`config.mk`:
```
export PLATFORM = sky130hd
export DESIGN_NAME = log_unit
export DESIGN_NICKNAME = d
export VERILOG_FILES = /design/src/rtl/log_unit.sv
export SDC_FILE = /design/constraint.sdc
export NUM_CORES = 1
export LEC_CHECK = 0
export CAP_MARGIN = 20
export CORE_AREA = 3 3 184 204
export DETAILED_ROUTE_END_ITERATION = 6
export DIE_AREA = 0 0 187 207
export PLACE_DENSITY_LB_ADDON = 0.15
export REMOVE_ABC_BUFFERS = 1
export SLEW_MARGIN = 20
export SYNTH_ARGS = -nofsm -noshare
export SYNTH_HDL_FRONTEND = slang
export SYNTH_SLANG_ARGS = --single-unit
```
`constraint.sdc`:
```
create_clock -name clk -period 6.9 [get_ports clk]
set_input_delay 2.07 -clock clk [delete_from_list [all_inputs] [get_ports clk]]
set_output_delay 2.07 -clock clk [all_outputs]
set_load 0.02 [all_outputs]
```
`src/rtl/log_unit.sv`:
```
// Fixed-point logarithm (log2 / ln / log10) of an unsigned operand, one result at a time.
// Latency: handshake at edge k -> out_valid after edge k+OUT_FRAC+2, independent of data and mode.
// Backpressure: in_ready only in IDLE; the result holds in DONE until out_ready, then back to IDLE.
//
// Ports:
//   clk        single clock, all state changes on the rising edge
//   I_RST      synchronous active-high reset
//   in_valid   / in_ready   operand handshake (in_data unsigned, IN_FRAC fractional bits;
//                           in_mode 0=log2, 1=ln, 2=log10, 3=log2)
//   out_valid  / out_ready  result handshake (out_data signed, OUT_FRAC fractional bits)
//   out_err    operand was zero (out_data = most negative value)
//   out_sat    result was clamped to the signed OUT_W range
module log_unit #(
  parameter int IN_W     = 24,
  parameter int IN_FRAC  = 8,
  parameter int OUT_W    = 16,
  parameter int OUT_FRAC = 8,
  parameter int M_W      = 16
) (
  input  logic                 clk,
  input  logic                 I_RST,
  input  logic                 in_valid,
  output logic                 in_ready,
  input  logic [IN_W-1:0]      in_data,
  input  logic [1:0]           in_mode,
  output logic                 out_valid,
  input  logic                 out_ready,
  output logic [OUT_W-1:0]     out_data,
  output logic                 out_err,
  output logic                 out_sat
);

  localparam int MSB_W = (IN_W > 1) ? $clog2(IN_W) : 1;
  // e spans -IN_FRAC .. IN_W-1-IN_FRAC; one extra bit of headroom beyond the sign
  localparam int E_W   = MSB_W + 2;
  localparam int L_W   = E_W + OUT_FRAC;
  // wide enough that L * 17-bit constant never overflows and clamping compares are exact
  localparam int R_W   = L_W + OUT_W + 20;
  localparam int CNT_W = $clog2(OUT_FRAC + 1);

  localparam logic signed [R_W-1:0] MAX_V = {{(R_W-OUT_W+1){1'b0}}, {(OUT_W-1){1'b1}}};
  localparam logic signed [R_W-1:0] MIN_V = {{(R_W-OUT_W+1){1'b1}}, {(OUT_W-1){1'b0}}};

  typedef enum logic [2:0] {
    IDLE  = 3'd0,
    NORM  = 3'd1,
    ITER  = 3'd2,
    SCALE = 3'd3,
    DONE  = 3'd4
  } state_t;

  state_t                  r_state;
  state_t                  w_next;

  logic [IN_W-1:0]         r_x;
  logic [1:0]              r_mode;
  logic signed [E_W-1:0]   r_e;
  logic [M_W:0]            r_m;       // 1.M_W unsigned mantissa in [1,2)
  logic [OUT_FRAC-1:0]     r_frac;
  logic [CNT_W-1:0]        r_cnt;
  logic                    r_zero;
  logic [OUT_W-1:0]        r_data;
  logic                    r_err;
  logic                    r_sat;

  // ---------------- normalisation ----------------
  logic [MSB_W-1:0]        w_msb;
  logic [MSB_W-1:0]        w_shamt;
  logic [IN_W-1:0]         w_aligned;
  logic [IN_W+M_W-1:0]     w_ext;
  logic [M_W:0]            w_mant;
  logic signed [E_W-1:0]   w_e;

  always_comb begin
    w_msb = '0;
    for (int i = 0; i < IN_W; i++) begin
      if (r_x[i]) w_msb = MSB_W'(i);
    end
  end

  assign w_shamt   = MSB_W'(IN_W - 1) - w_msb;
  assign w_aligned = r_x << w_shamt;
  // Pad below the aligned word so the mantissa works for IN_W-1 either above or below M_W;
  // the top M_W+1 bits are the 1.f mantissa, lower bits are truncated away.
  assign w_ext     = {w_aligned, {M_W{1'b0}}};
  assign w_mant    = (M_W+1)'(w_ext >> (IN_W - 1));
  assign w_e       = $signed(E_W'(w_msb)) - $signed(E_W'(IN_FRAC));

  // ---------------- iteration ----------------
  logic [2*M_W+1:0]        w_sq;
  logic [M_W+1:0]          w_sq_t;    // m*m truncated to M_W fraction bits, range [1,4)
  logic                    w_bit;
  logic [M_W:0]            w_m_next;

  assign w_sq     = r_m * r_m;
  assign w_sq_t   = (M_W+2)'(w_sq >> M_W);
  assign w_bit    = w_sq_t[M_W+1];
  assign w_m_next = w_bit ? w_sq_t[M_W+1:1] : w_sq_t[M_W:0];

  // ---------------- scaling and clamp ----------------
  logic signed [L_W-1:0]   w_l;
  logic signed [R_W-1:0]   w_lx;
  logic signed [R_W-1:0]   w_k;
  logic signed [R_W-1:0]   w_p;
  logic signed [R_W-1:0]   w_res;
  logic                    w_hi;
  logic                    w_lo;

  // e is signed, so the concatenation equals e*2^OUT_FRAC + fraction
  assign w_l  = $signed({r_e, r_frac});
  assign w_lx = w_l;

  always_comb begin
    w_k = '0;
    case (r_mode)
      2'd1:    w_k = R_W'(45426);   // ln(2)     in Q16
      2'd2:    w_k = R_W'(19728);   // log10(2)  in Q16
      default: w_k = '0;
    endcase
  end

  assign w_p   = w_lx * w_k;
  assign w_res = ((r_mode == 2'd1) || (r_mode == 2'd2)) ? (w_p >>> 16) : w_lx;
  assign w_hi  = (w_res > MAX_V);
  assign w_lo  = (w_res < MIN_V);

  // ---------------- FSM ----------------
  always_ff @(posedge clk) begin
    if (I_RST) r_state <= IDLE;
    else       r_state <= w_next;
  end

  always_comb begin
    w_next    = r_state;
    in_ready  = 1'b0;
    out_valid = 1'b0;
    case (r_state)
      IDLE: begin
        in_ready = 1'b1;
        if (in_valid) w_next = NORM;
      end
      NORM:  w_next = ITER;
      ITER: begin
        if (r_cnt == CNT_W'(OUT_FRAC - 1)) w_next = SCALE;
      end
      SCALE: w_next = DONE;
      DONE: begin
        out_valid = 1'b1;
        if (out_ready) w_next = IDLE;
      end
      default: w_next = IDLE;
    endcase
  end

  // ---------------- datapath ----------------
  always_ff @(posedge clk) begin
    if (I_RST) begin
      r_x    <= '0;
      r_mode <= '0;
      r_e    <= '0;
      r_m    <= '0;
      r_frac <= '0;
      r_cnt  <= '0;
      r_zero <= 1'b0;
      r_data <= '0;
      r_err  <= 1'b0;
      r_sat  <= 1'b0;
    end else begin
      case (r_state)
        IDLE: begin
          if (in_valid) begin
            r_x    <= in_data;
            r_mode <= in_mode;
          end
        end
        NORM: begin
          r_e    <= w_e;
          r_m    <= w_mant;
          r_zero <= (r_x == '0);
          r_frac <= '0;
          r_cnt  <= '0;
        end
        ITER: begin
          r_m    <= w_m_next;
          r_frac <= (r_frac << 1) | OUT_FRAC'(w_bit);
          r_cnt  <= r_cnt + CNT_W'(1);
        end
        SCALE: begin
          if (r_zero) begin
            r_data <= {1'b1, {(OUT_W-1){1'b0}}};
            r_err  <= 1'b1;
            r_sat  <= 1'b0;
          end else if (w_hi) begin
            r_data <= MAX_V[OUT_W-1:0];
            r_err  <= 1'b0;
            r_sat  <= 1'b1;
          end else if (w_lo) begin
            r_data <= MIN_V[OUT_W-1:0];
            r_err  <= 1'b0;
            r_sat  <= 1'b1;
          end else begin
            r_data <= w_res[OUT_W-1:0];
            r_err  <= 1'b0;
            r_sat  <= 1'b0;
          end
        end
        default: ;  // DONE holds the result stable
      endcase
    end
  end

  assign out_data = r_data;
  assign out_err  = r_err;
  assign out_sat  = r_sat;

endmodule

```
==> results.ini <==
[outcome]
status = finished, final reports clean

[final_layout]
multi_input_area_mm2 = 0.01434
fillCellCount = 3369
antenna_cells = 0
layout-drive-gt1-share = 0.05356
syn2layout_area_growth_pct = 8.183
final-seq-area_mm2 = 0.001668
final_nets = 2585
final_core_util = 0.5350

[routing]
final_antenna_net_count = 0
drc_errors = 0
drt_pre_antenna_iters = 5
via_count = 13790
first_iter_violations = 683
wl_um = 44710
wire_per_inst_um = 17.73
vias_per_cell = 5.467

[min_path]
hold_end = out_err
whs_path_depth = 2
holdCritPathClass = reg2reg
min-delay-start = out_err

[clock_tree]
clk_pin_slew_ns = 0.07
clock_latency_ns = 0.36
clock_sink_count = 83
cts_hold_buf = 0
clockBufferDepth = 2
cts_tree = done
root_buffer = clkbuf_16
cts_buffers = 9
htreeDepth = 3

[floorplanning]
die_height_um = 207
ios = 50
dieWidth_um = 187
rows = 73
coreArea_mm2 = 0.03590
dieArea_mm2 = 0.03871
initial_utilization = 0.4945

[synth]
synth_common_cells = inv_1 (380), fa_1 (292), ha_1 (233)
synth-seq-cells = 83
yosys_warnings = 0
synth_ff_type = dfxtp_1
avgSynthCellArea_um2 = 8.854
netlist_area_mm2 = 0.01775
synth_top_area_cell = fa_1
synth_cell_types = 88
async_flop_share = 0
synth-edff-count = 0
synth_area_leaders = fa_1 (33%), ha_1 (16%), dfxtp_1 (9.4%)
yosysTopAreaCellShare = 0.3293
synthCells = 2005
seq_area_frac_synth = 0.09360
synth_most_common_cell = inv_1

[power_and_ir_drop]
ir_worst_vdd_v = 0.0001718
p_leak_uw = 0.01042
p_per_area_mw_per_mm2 = 139.6
totalPowerFinal_uw = 2680

[global_routing]
track_usage = 0.2359
grtUsageMet3 = 0.02167
grt_pass1_wl_um = 74260
antenna_found_initial = 1
grt_util_met2 = 0.4210
grt_use_met1 = 0.3120
overflow = 0
grt_pass1_vias = 14440
grt_max_degree = 39
grt-busiest-layer = met2

[sta]
relSlewSlack = 0.3269
finalCritPeriodShare = 0.9634
drv_slew = 0
fmax_ghz = 0.1504
hold_viol = 0
finalSetupViolCount = 0
rsz0062_at_grt = yes
period_minus_slack_ns = 6.647
fin_ws_ns = 0.2528
clock_skew_ns = 0.008183
tightest_slew_ns = 1.010

[critical_path]
path_max_fanout = 11
cp.arrival_ns = 6.92
worstPathCellList = buf_4, and2_1, inv_1, fa_1, fa_1, fa_1, inv_1, fa_1, inv_1, fa_1, inv_1, fa_1, ha_1, a21oi_1, o21ai_0, a21oi_1, a21bo_1, nand3_2, nor3b_4, xnor2_2, buf_4, mux2_2, a311oi_2
cp_top_family = adder cells
critPathBufInv = 6
reg2reg_to = r_m[3]
cp_slowest_stage_delay_ns = 0.60
cp_num_cells = 23
end_kind = flip-flop
regToRegStartpoint = r_m[3]
worst-r2r-setup-slack_ns = 0.25
start_kind = flip-flop
required_ns = 7.18
cpMostUsedCell = fa_1
critPathKind = reg2reg
ff2ff_path_depth = 23
crit_path_top_delay_cell = dfxtp_1

[placement]
io_buffers = 49
gp_congestion = 0.9027
dp_hpwl_um = 37720
dp_worst_setup_slack_ns = 0.08760

[job]
drv_cap = 0

[layout make-up]
class,instances,area share
tap,487,0.03173
multi-input combinational,1456,0.7466
clock inverter,7,0.002997
timing repair buffer,99,0.04567
clock buffer,9,0.01173
inverter,381,0.07447
sequential,83,0.08685
[placed cells by master, fill, tap and decap left out, drive strengths merged, types with 48 or more instances in the layout]
| cell | count |
|---|---|
| buf | 51 |
| a21oi | 98 |
| and2 | 82 |
| nor2 | 92 |
| clkdlybuf4s50 | 48 |
| nand2 | 205 |
| fa | 292 |
| ha | 233 |
| inv | 385 |
| dfxtp | 83 |
[how the worst max path moves through the flow]
stage | from | end | slack (ns)
final | r_m[3] | r_m[3] | 0.25
after floorplan | r_m[5] | r_m[3] | 0.25
after global routing | r_m[3] | r_m[16] | -0.006
after detailed placement | r_mode[0] | out_data[12] | 0.09
after global placement | r_mode[1] | out_data[12] | 0.25
after CTS | r_mode[0] | out_data[12] | 0.07
[power by group]
| part | switching, µW | internal, µW | leakage [µW] |
|---|---|---|---|
| clock | 236 | 250 | 0.000135 |
| sequential | 71.4 | 515 | 0.000678 |
| combinational | 1000 | 603 | 0.00961 |
| total | 1310 | 1370 | 0.0104 |
[through the flow]
| stage | TNS [ns] | cells | hold slack, ns | cell area, µm² |
|---|---|---|---|---|
| after floorplan | 0 | 1920 | 0.4470 | 17390 |
| after global placement | 0 | 2505 | 0.4516 | 18870 |
| after CTS | 0 | 2521 | 0.4614 | 19150 |
| after detailed placement | 0 | 2505 | 0.4503 | 18870 |
| after global routing | -0.005717 | 2522 | 0.4988 | 19200 |
| final | 0 | 2522 | 0.4576 | 19200 |
[state kept, by name (all words and copies together), names as in the netlist, 2 cells and up]
register,flops
r_e,6
r_x,24
r_m,17
out_data,16
r_cnt,4
r_mode,2
r_state,3
r_frac,8
[worst reg2reg max path, stage by stage (launching register included)]
cell      delay, ns
dfxtp_1        0.60
buf_4          0.27
and2_1         0.19
inv_1          0.08
fa_1           0.44
fa_1           0.42
fa_1           0.54
inv_1          0.05
fa_1           0.50
inv_1          0.07
fa_1           0.53
inv_1          0.06
fa_1           0.42
ha_1           0.37
a21oi_1        0.14
o21ai_0        0.16
a21oi_1        0.15
a21bo_1        0.27
nand3_2        0.08
nor3b_4        0.25
xnor2_2        0.13
buf_4          0.22
mux2_2         0.36
a311oi_2       0.25
[cells by family (layout without fill, tap and decap cells)]
kind of cell | count (synthesis) | after routing | share of synthesized area
multiplexers | 32 | 32 | 0.01896
flip-flops | 83 | 83 | 0.09360
XOR/XNOR | 41 | 41 | 0.02065
AO/OA/AOI/OAI | 322 | 322 | 0.1250
AND/OR/NAND/NOR | 535 | 535 | 0.1471
other | 1 | 1 | 0.0002112
adder cells (fa/ha/maj) | 525 | 525 | 0.4935
buffers and inverters | 466 | 496 | 0.1009
[timing repair]
| action | 4_1_cts | 5_1_grt |
|---|---|---|
| setup buffers | 0 | 1 |
| setup endpoints to repair | 0 | 28 |
| gates resized for setup | 0 | 15 |
[per-layer routing]
metal	vias up	routed length [µm]	share of wire
met5	-	0	0
met4	0	989	0.022
met3	67	1698	0.038
met2	291	22800	0.51
met1	6855	19220	0.43
li1	6576	-	-
No activity file was read; power rests on OpenSTA's default activity.
==> RTL edit 1, RTL diff (config.mk and constraints unchanged) <==
Change the parameter `OUT_W` from 16 to 32.
--- a/src/rtl/log_unit.sv
+++ b/src/rtl/log_unit.sv
@@ -13,7 +13,7 @@
 module log_unit #(
   parameter int IN_W     = 24,
   parameter int IN_FRAC  = 8,
-  parameter int OUT_W    = 16,
+  parameter int OUT_W    = 32,
   parameter int OUT_FRAC = 8,
   parameter int M_W      = 16
 ) (
Interface: changed (resized out_data); port bits go from 50 to 66. No check against the original RTL was run, so the function may have changed too.
==> RTL edit 1 against the unedited design <==
Final area increased by 3.2%; largest cell class unchanged; wire length fell by 1.2%; largest power group unchanged; first-iteration DRC count decreased by 17%; sequential cell count down 1; setup slack got worse by 0.052 ns; synthesized area fell by 1.5%; power down 9.5%.
==> RTL edit 1: results (changes against the unedited design) <==
setup_path:
  r2r_cells: 24  # was 23
  r2r_slack_ns: 0.20  # was 0.25 ns
  cp_slowest_cell: "fa_1"  # was dfxtp_1
  slowest_delay_ns: 0.55  # was 0.60 ns
  startpoint: "r_m[4]$_SDFFE_PP0P_"  # was r_m[3]$_SDFFE_PP0P_
  crit_arrival_ns: 6.95  # was 6.92 ns
  r2r_end: "r_m[9]$_SDFFE_PP0P_"  # was r_m[3]$_SDFFE_PP0P_
  cp_max_fo: 12  # was 11
routing:
  met1_length_mm: 17.1  # was 19.2 mm
  drtIter0Drc: 569  # was 683
  route.met2.wl_mm: 23.5  # was 22.8 mm
  vias: 13610  # was 13789
  routed_wirelength_mm: 44.2  # was 44.7 mm
  routedWlPerCell_um: 17.0  # was 17.7 um
  wl_met3_mm: 1.39  # was 1.70 mm
  first_pass_iters: 7  # was 5
synthesis:
  syn_inst: 1988  # was 2005
  synth_common_cells: "inv_1, fa_1, ha_1, nand2_1, a21oi_1"  # unchanged
  ys.flop_type: "dfxtp_1"  # unchanged
  ys_seq_area_share_pct: 9.39  # was 9.36%
  synth_cell_types: 71  # was 88
  yosys_warnings: 0  # unchanged
  synth_area_leaders: "fa_1, ha_1, inv_1, dfxtp_1, nand2_1"  # was fa_1, ha_1, dfxtp_1, inv_1, nand2_1
grt:
  track_usage_pct: 23.6  # about the same
  grt_pass1_wl_mm: 73.7  # was 74.3 mm
  grt_max_degree: 44  # was 39
  met3_usage_pct: 2.37  # was 2.17%
  met1_usage_pct: 27.4  # was 31.2%
  grt_antenna_before_repair: 0  # was 1
  use_met2_pct: 43.8  # was 42.1%
  grt_pass1_vias: 14687  # was 14439
pwr:
  combPwrFrac_pct: 56.0  # was 60.0%
  p_clk_share_pct: 21.1  # was 18.1%
  leakage_nw: 10.9  # was 10.4 nW
  swShare_pct: 43.8  # was 48.9%
  powerClk_mw: 0.511  # was 0.486 mW
  vdd_drop_max_v: 0.000155  # was 0.000172 V
placement:
  dp_hpwl_mm: 37.5  # was 37.7 mm
  dp_slack_ns: -0.0584  # was 0.0876 ns
  placed_cell_area_um2: 19300  # was 18900 um^2
  dp_cells: 2580  # was 2505
cells_and_area:
  fin_nets: 2663  # was 2585
  fill_cells: 3319  # was 3369
  drive_above_1_share_pct: 10.0  # was 5.36%
clock_tree:
  cts_resized: 4  # was 0
timing:
  max_slew_margin_pct: 27.8  # was 32.7%
  post-route-period-util_pct: 97.1  # was 96.3%
  worst_clock_skew_ns: 0.0123  # was 0.00818 ns
outcome:
  status: "complete, no violations"  # unchanged
[RTL edit 1: changes by cell type after synthesis, moves of 11 or more]
cell | before | now
buf_4 | 3 | 17
inv_1 | 380 | 453
mux2i_1 | 21 | 51
nand3_1 | 34 | 10
nor2_1 | 92 | 78
o211ai_1 | 22 | 4
o21a_1 | 14 | 3
[RTL edit 1: how the worst min path moves through the flow]
stage                           start                     end  slack [ns]  cells past startpoint
6_report         out_err$_SDFFE_PP0P_    out_err$_SDFFE_PP0P_        0.46                      2
5_1_grt          out_err$_SDFFE_PP0P_    out_err$_SDFFE_PP0P_        0.51                      2
4_1_cts          out_err$_SDFFE_PP0P_    out_err$_SDFFE_PP0P_        0.47                      2
3_5_place_dp     out_err$_SDFFE_PP0P_    out_err$_SDFFE_PP0P_        0.46                      2
3_3_place_gp     out_err$_SDFFE_PP0P_    out_err$_SDFFE_PP0P_        0.45                      2
2_1_floorplan  r_mode[1]$_SDFFE_PP0P_  r_mode[1]$_SDFFE_PP0P_        0.45                      2
[RTL edit 1: logic make-up after synthesis]
| logic type | Yosys count | share of synthesized area, % |
|---|---|---|
| AND/OR/NAND/NOR | 464 | 12.5 |
| AO/OA/AOI/OAI | 264 | 9.89 |
| multiplexers | 58 | 3.37 |
| other | 2 | 0.0429 |
| buffers and inverters | 543 | 12.1 |
| adder cells (fa/ha/maj) | 526 | 50.2 |
| XOR/XNOR | 49 | 2.54 |
| flip-flops | 82 | 9.39 |
[RTL edit 1: cell type report]
type / count / area share, %
multi-input cells: 1363 / 69.9
clock inverters: 5 / 0.309
flip-flops and latches: 82 / 8.39
repair buffers: 197 / 8.51
well taps: 487 / 3.07
clock buffers: 11 / 1.22
inverters: 454 / 8.60
==> RTL edit 2, RTL diff (config.mk and constraints unchanged) <==
Made on the original files. Put one more register stage on the output `out_err`, without a reset. The value now appears one clock later. The other outputs are not delayed to match.
--- a/src/rtl/log_unit.sv
+++ b/src/rtl/log_unit.sv
@@ -210,7 +210,9 @@
   end
 
   assign out_data = r_data;
-  assign out_err  = r_err;
+  always_ff @(posedge clk) begin
+    out_err <= r_err;
+  end
   assign out_sat  = r_sat;
 
 endmodule
Check against the original RTL: no difference found for any inputs over 10 cycles, from zero or initial values and one cycle with I_RST high; that may be too few to reach the edited logic, so the function may still have changed.
==> RTL edit 2 against the unedited design <==
Via count fell by 3.0%; final cell count fell by 0.52%; setup slack improved by 0.043 ns; combinational power fell by 21%; count of clock-buffer cells in the layout rose by 1; final area barely moved; power fell by 14%; clock power fell by 2%; synthesized area fell by 1.4%; sequential cell count rose by 1; synthesized cell count fell by 1.8%; wire length fell by 3.8%.
==> RTL edit 2: results (changes against the unedited design) <==
pwr:
  vdd_drop_max_v: 0.000139  # was 0.000172 V
  powerClk_mw: 0.475  # was 0.486 mW
  swShare_pct: 44.9  # was 48.9%
  pwr-share-seq_pct: 24.8  # was 21.9%
grt:
  met3_usage_pct: 2.74  # was 2.17%
  grt_max_degree: 38  # was 39
  grt_pass1_vias: 14117  # was 14439
  track_usage_pct: 22.9  # was 23.6%
  use_met2_pct: 38.2  # was 42.1%
  grt_pass1_wl_mm: 73.0  # was 74.3 mm
clock_tree:
  cts_resized: 1  # was 0
routing:
  drtIter0Drc: 717  # was 683
  avgViaCountPerCell: 5.33  # was 5.47
  routedWlPerCell_um: 17.1  # was 17.7 um
  wl_met3_mm: 1.79  # was 1.70 mm
  met1_length_mm: 20.1  # was 19.2 mm
  route.met2.wl_mm: 20.4  # was 22.8 mm
cells_and_area:
  fin_nets: 2572  # was 2585
  fin_cells: 2509  # was 2522
  drive_above_1_share_pct: 7.52  # was 5.36%
worst_hold_path:
  min_path_cells: 0  # was 2
synthesis:
  synth_cell_types: 75  # was 88
  synth_common_cells: "inv_1, fa_1, ha_1, nand2_1, nor2_1"  # was inv_1, fa_1, ha_1, nand2_1, a21oi_1
  synth_area_leaders: "fa_1, ha_1, dfxtp_1, inv_1, nand2_1"  # unchanged
  ys_seq_area_share_pct: 9.61  # was 9.36%
  postSynthAreaPerCell_um2: 8.89  # was 8.85 um^2
placement:
  dp_hpwl_mm: 36.4  # was 37.7 mm
  place_congestion: 0.928  # was 0.903
timing:
  worst_clock_skew_ns: 0.0108  # was 0.00818 ns
  worst_slew_pin_slew_ns: 0.847  # was 1.01 ns
outcome:
  status: "complete, no violations"  # unchanged
setup_path:
  crit_arrival_ns: 6.87  # was 6.92 ns
  cp_max_fo: 24  # was 11
==> RTL edit 2: changes by cell type after synthesis, sizes merged, moves of 8 or more <==
| cell | unedited run | this run |
|---|---|---|
| mux2i | 22 | 49 |
| clkbuf | 65 | 75 |
| o21ai | 38 | 48 |
| nor3 | 23 | 31 |
| a21oi | 98 | 84 |
| nand3 | 36 | 16 |
| o211ai | 22 | 7 |
==> RTL edit 2: area by class of cell <==
class,count,area (um^2)
Tap cell,487,609
Multi-Input combinational cell,1416,14100
Fill cell,3386,16700
Clock inverter,6,47.5
Inverter,378,1420
Clock buffer,10,239
Sequential cell,84,1690
Timing Repair Buffer,128,1100
==> RTL edit 2: cells by family (layout without fill, tap and decap cells) <==
kind of cell               count (synthesis)  count (layout)  synth area share (%)
buffers and inverters                    469             522                  10.3
DFF                                       84              84                  9.61
other                                      1               1                0.0214
adders and majority gates                525             525                  50.0
xor gates and xnor gates                  38              38                  1.94
AOI/OAI and AO/OA                        283             283                  10.7
and+or+nand+nor                          508             508                  13.9
muxes                                     61              61                  3.57
==> RTL edit 2: per-stage QoR <==
step           total power [mW]  hold slack [ns]
2_1_floorplan              1.43            0.331
3_3_place_gp               1.83            0.340
3_5_place_dp               1.84            0.343
4_1_cts                    2.33            0.358
5_1_grt                    2.51            0.370
6_report                   2.32            0.358
==> RTL edit 2: final timing paths <==
check / slack, ns / endpoint / from
max reg2reg: 0.30 / r_m[13]$_SDFFE_PP0P_ / r_m[6]$_SDFFE_PP0P_
max: 0.30 / r_m[13]$_SDFFE_PP0P_ / r_m[6]$_SDFFE_PP0P_
min reg2reg: 0.36 / out_err$_DFF_P_ / r_err$_SDFFE_PP0P_
min: 0.36 / out_err$_DFF_P_ / r_err$_SDFFE_PP0P_
